**src/rtl/gobang_pkg.sv**
```systemverilog
// Shared board constants, cell/side codes and the write-sequencer state encoding.
package gobang_pkg;

  localparam int unsigned BOARD_SIZE = 15;

  localparam logic [1:0] CELL_EMPTY = 2'b00;
  localparam logic [1:0] CELL_BLACK = 2'b01;
  localparam logic [1:0] CELL_WHITE = 2'b10;

  localparam logic BLACK = 1'b0;
  localparam logic WHITE = 1'b1;

  typedef enum logic [2:0] {
    StIdle,
    StClear,
    StCheck,
    StWrite,
    StUndoRd,
    StUndoWr,
    StDone
  } seq_state_e;

  function automatic logic [1:0] side_to_cell(input logic side);
    return (side == WHITE) ? CELL_WHITE : CELL_BLACK;
  endfunction

endpackage

```
**src/rtl/move_stack.sv**
```systemverilog
// LIFO of placed moves, each entry {side, i, j}; top is the most recent push.
module move_stack #(
  parameter int unsigned DEPTH = 225,
  parameter int unsigned CNT_W = 8,
  parameter int unsigned W     = 9
) (
  input  logic             clk_slow,
  input  logic             rst,
  input  logic             clr,
  input  logic             push,
  input  logic             pop,
  input  logic [W-1:0]     push_data,
  output logic [W-1:0]     top,
  output logic [CNT_W-1:0] count,
  output logic             full,
  output logic             empty
);

  localparam logic [CNT_W-1:0] LAST = CNT_W'(DEPTH);
  localparam logic [CNT_W-1:0] ONE  = CNT_W'(1);

  logic [W-1:0]     mem [DEPTH];
  logic [CNT_W-1:0] count_q;

  assign count = count_q;
  assign full  = (count_q == LAST);
  assign empty = (count_q == '0);
  assign top   = empty ? '0 : mem[count_q - ONE];

  always_ff @(posedge clk_slow or negedge rst) begin
    if (!rst) begin
      count_q <= '0;
    end else if (clr) begin
      count_q <= '0;
    end else if (push && !full) begin
      count_q <= count_q + ONE;
    end else if (pop && !empty) begin
      count_q <= count_q - ONE;
    end
  end

  // Storage carries no reset; the count alone defines which entries are live.
  always_ff @(posedge clk_slow) begin
    if (push && !full && !clr) begin
      mem[count_q] <= push_data;
    end
  end

endmodule

```
**src/rtl/board_write_sequencer.sv**
```systemverilog
// Owns the board write port: clear, place and undo with move history.
// Define UNDO_PAIR_EN to make one undo erase up to two moves.
module board_write_sequencer #(
  parameter int unsigned BOARD_SIZE = gobang_pkg::BOARD_SIZE,
  parameter int unsigned DEPTH      = 225,
  parameter int unsigned CNT_W      = 8
) (
  input  logic             clk_slow,
  input  logic             rst,
  input  logic             clr_req,
  input  logic             place_req,
  input  logic [3:0]       place_i,
  input  logic [3:0]       place_j,
  input  logic             place_side,
  input  logic             undo_req,
  input  logic             cell_occupied,
  output logic             busy,
  output logic             clr_ack,
  output logic             place_ack,
  output logic             place_nack,
  output logic             undo_ack,
  output logic             undo_nack,
  output logic [3:0]       undo_i,
  output logic [3:0]       undo_j,
  output logic             undo_side,
  output logic [CNT_W-1:0] move_count,
  output logic             data_clr,
  output logic             data_write,
  output logic [3:0]       data_i,
  output logic [3:0]       data_j,
  output logic [1:0]       data_val
);
  import gobang_pkg::*;

  localparam logic [3:0]       OFF_BOARD = 4'(BOARD_SIZE);
  localparam logic [CNT_W-1:0] TWO       = CNT_W'(2);
`ifdef UNDO_PAIR_EN
  localparam bit PAIR_EN = 1'b1;
`else
  localparam bit PAIR_EN = 1'b0;
`endif

  seq_state_e       state_q;
  logic [3:0]       pi_q, pj_q;
  logic             pside_q;
  logic             pair_q;
  logic [8:0]       stk_top;
  logic [CNT_W-1:0] stk_count;
  logic             stk_full, stk_empty;

  move_stack #(
    .DEPTH (DEPTH),
    .CNT_W (CNT_W),
    .W     (9)
  ) u_stack (
    .clk_slow  (clk_slow),
    .rst       (rst),
    .clr       (state_q == StClear),
    .push      (state_q == StWrite),
    .pop       (state_q == StUndoWr),
    .push_data ({pside_q, pi_q, pj_q}),
    .top       (stk_top),
    .count     (stk_count),
    .full      (stk_full),
    .empty     (stk_empty)
  );

  assign move_count = stk_count;

  always_ff @(posedge clk_slow or negedge rst) begin
    if (!rst) begin
      state_q    <= StIdle;
      busy       <= 1'b0;
      clr_ack    <= 1'b0;
      place_ack  <= 1'b0;
      place_nack <= 1'b0;
      undo_ack   <= 1'b0;
      undo_nack  <= 1'b0;
      undo_i     <= '0;
      undo_j     <= '0;
      undo_side  <= BLACK;
      data_clr   <= 1'b0;
      data_write <= 1'b0;
      data_i     <= OFF_BOARD;
      data_j     <= OFF_BOARD;
      data_val   <= CELL_EMPTY;
      pi_q       <= '0;
      pj_q       <= '0;
      pside_q    <= 1'b0;
      pair_q     <= 1'b0;
    end else begin
      // Strobes and handshakes are single-cycle unless re-asserted below.
      data_clr   <= 1'b0;
      data_write <= 1'b0;
      clr_ack    <= 1'b0;
      place_ack  <= 1'b0;
      place_nack <= 1'b0;
      undo_ack   <= 1'b0;
      undo_nack  <= 1'b0;
      unique case (state_q)
        StIdle: begin
          if (clr_req) begin
            state_q  <= StClear;
            busy     <= 1'b1;
            data_clr <= 1'b1;
          end else if (undo_req) begin
            if (stk_empty) begin
              undo_nack <= 1'b1;
            end else begin
              state_q <= StUndoRd;
              busy    <= 1'b1;
              pair_q  <= PAIR_EN && (stk_count >= TWO);
            end
          end else if (place_req) begin
            pi_q    <= place_i;
            pj_q    <= place_j;
            pside_q <= place_side;
            data_i  <= place_i;
            data_j  <= place_j;
            state_q <= StCheck;
            busy    <= 1'b1;
          end
        end
        StClear: begin
          state_q <= StDone;
          clr_ack <= 1'b1;
        end
        StCheck: begin
          if (pi_q >= OFF_BOARD || pj_q >= OFF_BOARD || cell_occupied || stk_full) begin
            place_nack <= 1'b1;
            state_q    <= StIdle;
            busy       <= 1'b0;
          end else begin
            data_write <= 1'b1;
            data_val   <= side_to_cell(pside_q);
            state_q    <= StWrite;
          end
        end
        StWrite: begin
          place_ack <= 1'b1;
          state_q   <= StDone;
        end
        StUndoRd: begin
          {undo_side, undo_i, undo_j} <= stk_top;
          data_i     <= stk_top[7:4];
          data_j     <= stk_top[3:0];
          data_write <= 1'b1;
          data_val   <= CELL_EMPTY;
          state_q    <= StUndoWr;
        end
        StUndoWr: begin
          if (pair_q) begin
            pair_q  <= 1'b0;
            state_q <= StUndoRd;
          end else begin
            undo_ack <= 1'b1;
            state_q  <= StDone;
          end
        end
        StDone: begin
          state_q <= StIdle;
          busy    <= 1'b0;
        end
        default: begin
          state_q <= StIdle;
          busy    <= 1'b0;
        end
      endcase
    end
  end

endmodule

```
**config.mk**
```make
export PLATFORM = sky130hd
export DESIGN_NAME = board_write_sequencer
export DESIGN_NICKNAME = d
export VERILOG_FILES = /design/src/rtl/gobang_pkg.sv /design/src/rtl/move_stack.sv /design/src/rtl/board_write_sequencer.sv
export SDC_FILE = /design/constraint.sdc
export NUM_CORES = 2
export LEC_CHECK = 0
export CAP_MARGIN = 40
export CORE_UTILIZATION = 55
export DETAILED_ROUTE_END_ITERATION = 6
export GPL_TIMING_DRIVEN = 0
export PLACE_DENSITY = 0.71
export SLEW_MARGIN = 40
export SYNTH_ARGS = -nofsm -noshare
export SYNTH_HDL_FRONTEND = slang
export SYNTH_SLANG_ARGS = --single-unit
```
**constraint.sdc**
```tcl
create_clock -name clk_slow -period 6.85 [get_ports clk_slow]
set_input_delay 1.0275 -clock clk_slow [delete_from_list [all_inputs] [get_ports clk_slow]]
set_output_delay 1.0275 -clock clk_slow [all_outputs]
set_load 0.01 [all_outputs]
```
; ---- After elaboration in Yosys (flattened, before gate mapping)
; Memories as Yosys holds them, arrays and structs flattened.
; Index checks and enable logic that the tools add are counted.
[classes]
add_sub_neg = 2
mul = 0
n_div = 0
order_cmp = 2
n_eq_ne = 15
shifts = 0
mux = 48
n_bitwise = 3
n_reduce_logical = 23
[ops]
columns = op, count
row1 = $mux 4, 6
row2 = $mux 8, 3
row3 = $mux 1, 23
row4 = $pmux 4 s2, 2
row5 = $reduce_and 4->1, 4
row6 = $pmux 3 s5, 1
row7 = $ne 2x2->1 const B, 7
row8 = $mux 3, 4
row9 = $mux 9, 1
row10 = $add 8x1->8 const B, 1
row11 = $eq 8x8->1 const B, 1
row12 = $ge 4x4->1 const B, 2
row13 = $logic_not 8->1, 1
row14 = $mux 2, 4
row15 = $ne 4x4->1 const B, 2
row16 = $sub 8x1->8 const B, 1
row17 = $eq 3x2->1 const B, 2
row18 = $eq 3x3->1 const B, 2
row19 = $reduce_bool 2->1, 3
row20 = $pmux 1 s2, 2
row21 = $pmux 2 s2, 1
row22 = $reduce_and 2->1, 2
row23 = $reduce_or 4->1, 1
row24 = $eq 3x1->1 const B, 1
row25 = 8 further kinds, 16
[word_totals]
ff_bits = 48
latchBits = 0
ram_bits = 2025
rom_bits = 0
out_inout_bits = 35
elab_cells = 114
n_memories = 1
[mem_list]
columns = name, depth, word_bits, read_ports, rd_ports_with_merged_regs, wr, line_no
row1 = u_stack.mem, 225, 9, 1, 0, 1, move_stack.sv:22  ; logic [W-1:0] mem [DEPTH];

; ---- Logic depth before layout (Yosys ltp)
[depth]
word_depth = 6
depth_mapped = 19

; ---- Cells and area by module
; From an unflattened synthesis, not the netlist that was laid out.
[unflattened]
hier_cells = 3783
hier_area_um2 = 80673.6
[modules_own_cells]
columns = mod, n_inst, cells_per_inst, area_per_inst_um2, seq_area_each_um2
row1 = move_stack, 1, 3645, 78969.5, 61008.5
row2 = board_write_sequencer, 1, 138, 1704.1, 985.9

; ---- Worst setup path before layout
; OpenSTA, ideal clock, no wires.
[synth_path]
path_type = register -> register
start = reg pi_q[3]
end = reg state_q[0]
setup_ns = 0.127
arrival_time_ns = 4.090
t_required_ns = 6.723
slack_ns = 2.633
path_stages_with_launch = 8
path_cell_list = dfrtp_1 -> a41oi_1 -> and3_1 -> nand2_1 -> nor2_1 -> nor2_1 -> nor2_1 -> or2_2
[synth_between]
elab_chain_len = 6
[synth_lines]
columns = element, line_no
row1 = start: declaration, board_write_sequencer.sv:44  ; logic [3:0] pi_q, pj_q;
row2 = start signal: assignment, board_write_sequencer.sv:115  ; pi_q <= place_i;
row3 = $ge 4x4->1, board_write_sequencer.sv:129  ; if (pi_q >= OFF_BOARD || pj_q >= OFF_BOARD || cell_occupied || stk_full) begin
row4 = $logic_or 1x1->1 (3 in series), board_write_sequencer.sv:129
row5 = $mux 2, board_write_sequencer.sv:129
row6 = $pmux 3 s5, board_write_sequencer.sv:100  ; unique case (state_q)
row7 = end signal: assignment, board_write_sequencer.sv:103  ; state_q <= StClear;
row8 = end signal: assignment, board_write_sequencer.sv:131  ; state_q <= StIdle;
row9 = end signal: assignment, board_write_sequencer.sv:136  ; state_q <= StWrite;
row10 = end: declaration, board_write_sequencer.sv:43  ; seq_state_e state_q;
; Every way passes these cells.
; A chain may end at the register's enable or synchronous reset.

; ---- Worst setup path in the final report
[layout_path]
start = reg u_stack.count_q[0] (netlist: u_stack.count[0])
end = reg data_i[0]
[layout_between]
elab_chain_len = 4
word_cells_on_any_way = 5
classes_between = add/sub (1) / mux (2) / reduce/logical (1) / memory (1)
[layout_lines]
columns = element, line_no
row1 = start: declaration, move_stack.sv:23  ; logic [CNT_W-1:0] count_q;
row2 = start signal: assignment, move_stack.sv:36  ; count_q <= count_q + ONE;
row3 = start signal: assignment, move_stack.sv:38  ; count_q <= count_q - ONE;
row4 = $sub 8x1->8, move_stack.sv:28  ; assign top = empty ? '0 : mem[count_q - ONE];
row5 = $mem_v2 225x9, --
row6 = $mux 9 (*), move_stack.sv:28
row7 = $pmux 4 s2 (*), board_write_sequencer.sv:100
row8 = end signal: assignment, board_write_sequencer.sv:118  ; data_i <= place_i;
row9 = end signal: assignment, board_write_sequencer.sv:145  ; data_i <= stk_top[7:4];
row10 = end: declaration, board_write_sequencer.sv:29  ; output logic [3:0] data_i,
; Mark *: on every way between the ends. The rest lies on a longest branch, timed or not.

==> flow_metrics.tcl <==
set metrics [dict create \
    synth_cell_types 87 \
    outcome "finished, violations left" \
    clock_path_buffers 3 \
    crit_type "reg -> reg" \
    insertion_delay_ns 0.88 \
    hold_class "reg -> reg" \
    cts_max_level 4 \
    critPathArrivalTime_ns 7.79 \
    whs_path_depth 2 \
    drv_slew 0 \
    synthesis.area_mm2 0.0812 \
    critPathCaptureType "register" \
    die_w_um 386 \
    cp-startpoint "u_stack.count[0]$_DFFE_PN0P_" \
    area_growth_pct 13.8 \
    drc 0 \
    r2r_start "u_stack.count[0]$_DFFE_PN0P_" \
    synthArstFlopShare_pct 2.27 \
    finalSetupViolations 6 \
    synth_top_cell_by_area "edfxtp_1" \
    synth_fp_nets 3821 \
    slowest_stage "a2111oi_1" \
    fp.dieH_um 386 \
    cts_tree "built" \
    post-route-period-util_pct 102 \
    power_w 0.0492 \
    drt_pass1_iterations 6 \
    synth_warnings 0 \
    cts_root_buf "clkbuf_16" \
    power.density_mw_per_mm2 532 \
    r2r_end "data_i[0]$_DFFE_PN1P_" \
    wirelength_um 282000 \
    holdCritStartpoint "undo_i[3]$_DFFE_PN0P_" \
    cp.required_ns 7.62 \
    port_buffers 49 \
    path_clk_slew_ns 0.07 \
    max_freq_mhz 143 \
    cts_setup_buffers 0 \
    detail-route-antenna-nets 0 \
    start_util_pct 55.6 \
    yosysSeqAreaShare_pct 76.4 \
    gr-total-overflow 0 \
    place_congestion 1.07 \
    avgSynthCellArea_um2 21.4 \
    failed_checks "setup timing" \
    crit_path_frequent_cell "buf_6" \
    whs_endpoint "undo_i[3]$_DFFE_PN0P_" \
    wl_per_cell_um 45.5 \
    synthCells 3802 \
    synth_edf_count 2025 \
    crit_path_max_fanout 10 \
    coreArea_mm2 0.146 \
    grt_max_degree 65 \
    grt_use_total_pct 38.5 \
    ios 50 \
    synth_ff_type "edfxtp_1" \
    first_global_vias 42500 \
    nets 4129 \
    tightest_slew_ns 1.00 \
    maxCapViolCount 0 \
    antenna_found_initial 11 \
    ff2ff_path_depth 17 \
    ys_ff_latch 2072 \
    post_route_cells_drive_above_1_share_pct 32.1 \
    min_period_ns 7.01 \
    vias 45100 \
    num-fill-cells 9682 \
    cts_buffers 196 \
    yosysTopAreaCellShare_pct 74.9 \
    rows 140 \
    crit_path_cell_trace "buf_6, buf_6, buf_6, buf_6, inv_2, ha_1, buf_4, buf_2, buf_2, buf_2, mux4_2, nand2_1, a21oi_1, a2111oi_1, o22ai_1, o211ai_1, a31oi_1" \
    peakVddDrop_v 0.000338 \
    hold_viol 0 \
    setup_ws_ns -0.164 \
    skew_ns 0.0652 \
    grt_setup_unrepaired "false" \
    vias_per_cell 7.28 \
    dp_slack_ns -0.0566 \
    cp_slowest_stage_delay_ns 0.69 \
    relSlewSlack_pct 33.2 \
    die_area_mm2 0.149 \
    yosys-top-cells-area "edfxtp_1, mux4_2, nor2_1" \
    cts_sinks 2072 \
    setup.worst_path.start_class "register" \
    drt_iter0_markers 8803 \
    dp_hpwl_um 188000 \
    reg2reg_setup_slack_ns -0.16 \
    p_leak_nw 28.6 \
    grt_pass1_wl_um 373000 \
]
## cells in the final DEF (no fill, tap or decap), types with 39 or more instances in the layout
cell type        synthesis  routed
nand3_1                 52      52
nor2_1                 270      45
buf_2                   55      54
clkbuf_1                83      71
mux4_2                 567     567
buf_4                   38      44
clkbuf_16                0     196
buf_6                   38      39
nor2_2                   2     224
clkinv_1                 0      64
nand2_1                251     251
buf_12                   3      40
edfxtp_1              2025    2025
clkdlybuf4s50_1          0      48
## how the worst max path moves through the flow
stage	to	slack [ns]	cells past startpoint
global route	undo_i[0]$_DFFE_PN0P_	0.01	17
floorplan	state_q[0]$_DFFE_PN0P_	2.63	7
global placement	data_j[2]$_DFFE_PN1P_	-0.92	15
finish	data_i[0]$_DFFE_PN1P_	-0.16	17
detailed placement	undo_j[0]$_DFFE_PN0P_	-0.06	18
CTS	undo_j[0]$_DFFE_PN0P_	0.04	18
## logic make-up (layout without fill, tap and decap cells)
| kind of cell | Yosys count | in the layout | share of synthesized area (%) |
|---|---|---|---|
| DFF | 2072 | 2072 | 76.4 |
| buffers and inverters | 230 | 704 | 1.74 |
| muxes | 611 | 611 | 16.3 |
| AOI/OAI and AO/OA | 186 | 186 | 1.73 |
| adders and majority gates | 4 | 4 | 0.0616 |
| and+or+nand+nor | 689 | 689 | 3.70 |
| other | 0 | 7 | 0 |
| xor gates and xnor gates | 10 | 10 | 0.136 |
## final cells by class
class,count,area (um2),area share [%]
diodes,7,17.5,0.0190
clock buffers,234,5050,5.46
flip-flops and latches,2072,62000,67.1
plain buffers,225,1510,1.63
repair buffers,110,1860,2.01
inverters,5,18.8,0.0203
multi-input cells,1500,18400,20.0
clock inverters,130,1090,1.18
well taps,1917,2400,2.60
## registers in the layout, summed over array words and instances (netlist names), 2 cells and up
signal,cells
u_stack.count,8
undo_j,4
state_q,3
data_i,4
data_j,4
pj_q,4
u_stack.mem,2025
undo_i,4
data_val,2
pi_q,4
## critical path: cells and delay by family (launching register included)
family | cells | cell delay [ns]
AO/OA/AOI/OAI | 5 | 1.91
adder cells (fa/ha/maj) | 1 | 0.36
multiplexers | 1 | 0.44
AND/OR/NAND/NOR | 1 | 0.09
flip-flops | 1 | 0.58
buffers and inverters | 9 | 3.42
## report_power, final
group / internal (W) / switching [W] / leakage, nW / total, W
registers: 0.0159 / 0.000424 / 18.7 / 0.0163
logic: 0.00678 / 0.0155 / 6.90 / 0.0223
clock network: 0.00571 / 0.00488 / 3.00 / 0.0106
## layer usage
layer	share of wire, %	GRT usage [%]	vias to the layer above
met2	43	53.7	4339
met4	8.2	26.0	2
met3	16	15.1	936
met1	33	50.2	23400
li1	-	-	16400
met5	0.0050	0	-
## Yosys cell counts, types with 9 or more instances
cell type	n
nand2_1	251
a31oi_1	18
nor3_1	12
and3_1	10
buf_2	55
nor2b_1	10
mux2i_1	39
dfrtp_1	39
buf_6	38
buf_4	38
a21oi_1	32
and2_1	10
o22ai_1	9
edfxtp_1	2025
o21ai_0	15
nor2_1	270
a32oi_1	11
clkbuf_1	83
nand4_1	31
mux4_2	567
nand3_1	52
## per-stage QoR
step	util [%]	setup TNS [ns]	area (um2)	hold WS (ns)	std cells
3_5_place_dp	59.0	-0.0675	86200	0.460	5827
3_3_place_gp	57.6	-9.87	84100	0.463	5768
4_1_cts	63.2	0	92300	0.465	6192
6_report	63.3	-0.751	92400	0.472	6200
5_1_grt	63.2	0	92400	0.486	6193
2_1_floorplan	-	0	81200	0.506	3802
## timing repair
| item | in CTS | in global routing |
|---|---|---|
| endpoints found under the setup margin | 4 | 3 |
| endpoints found under the hold margin | 3 | 0 |
| resized for setup | 1 | 2 |
| hold buffers | 1 | 0 |
No activity file was read; power rests on OpenSTA's default activity.
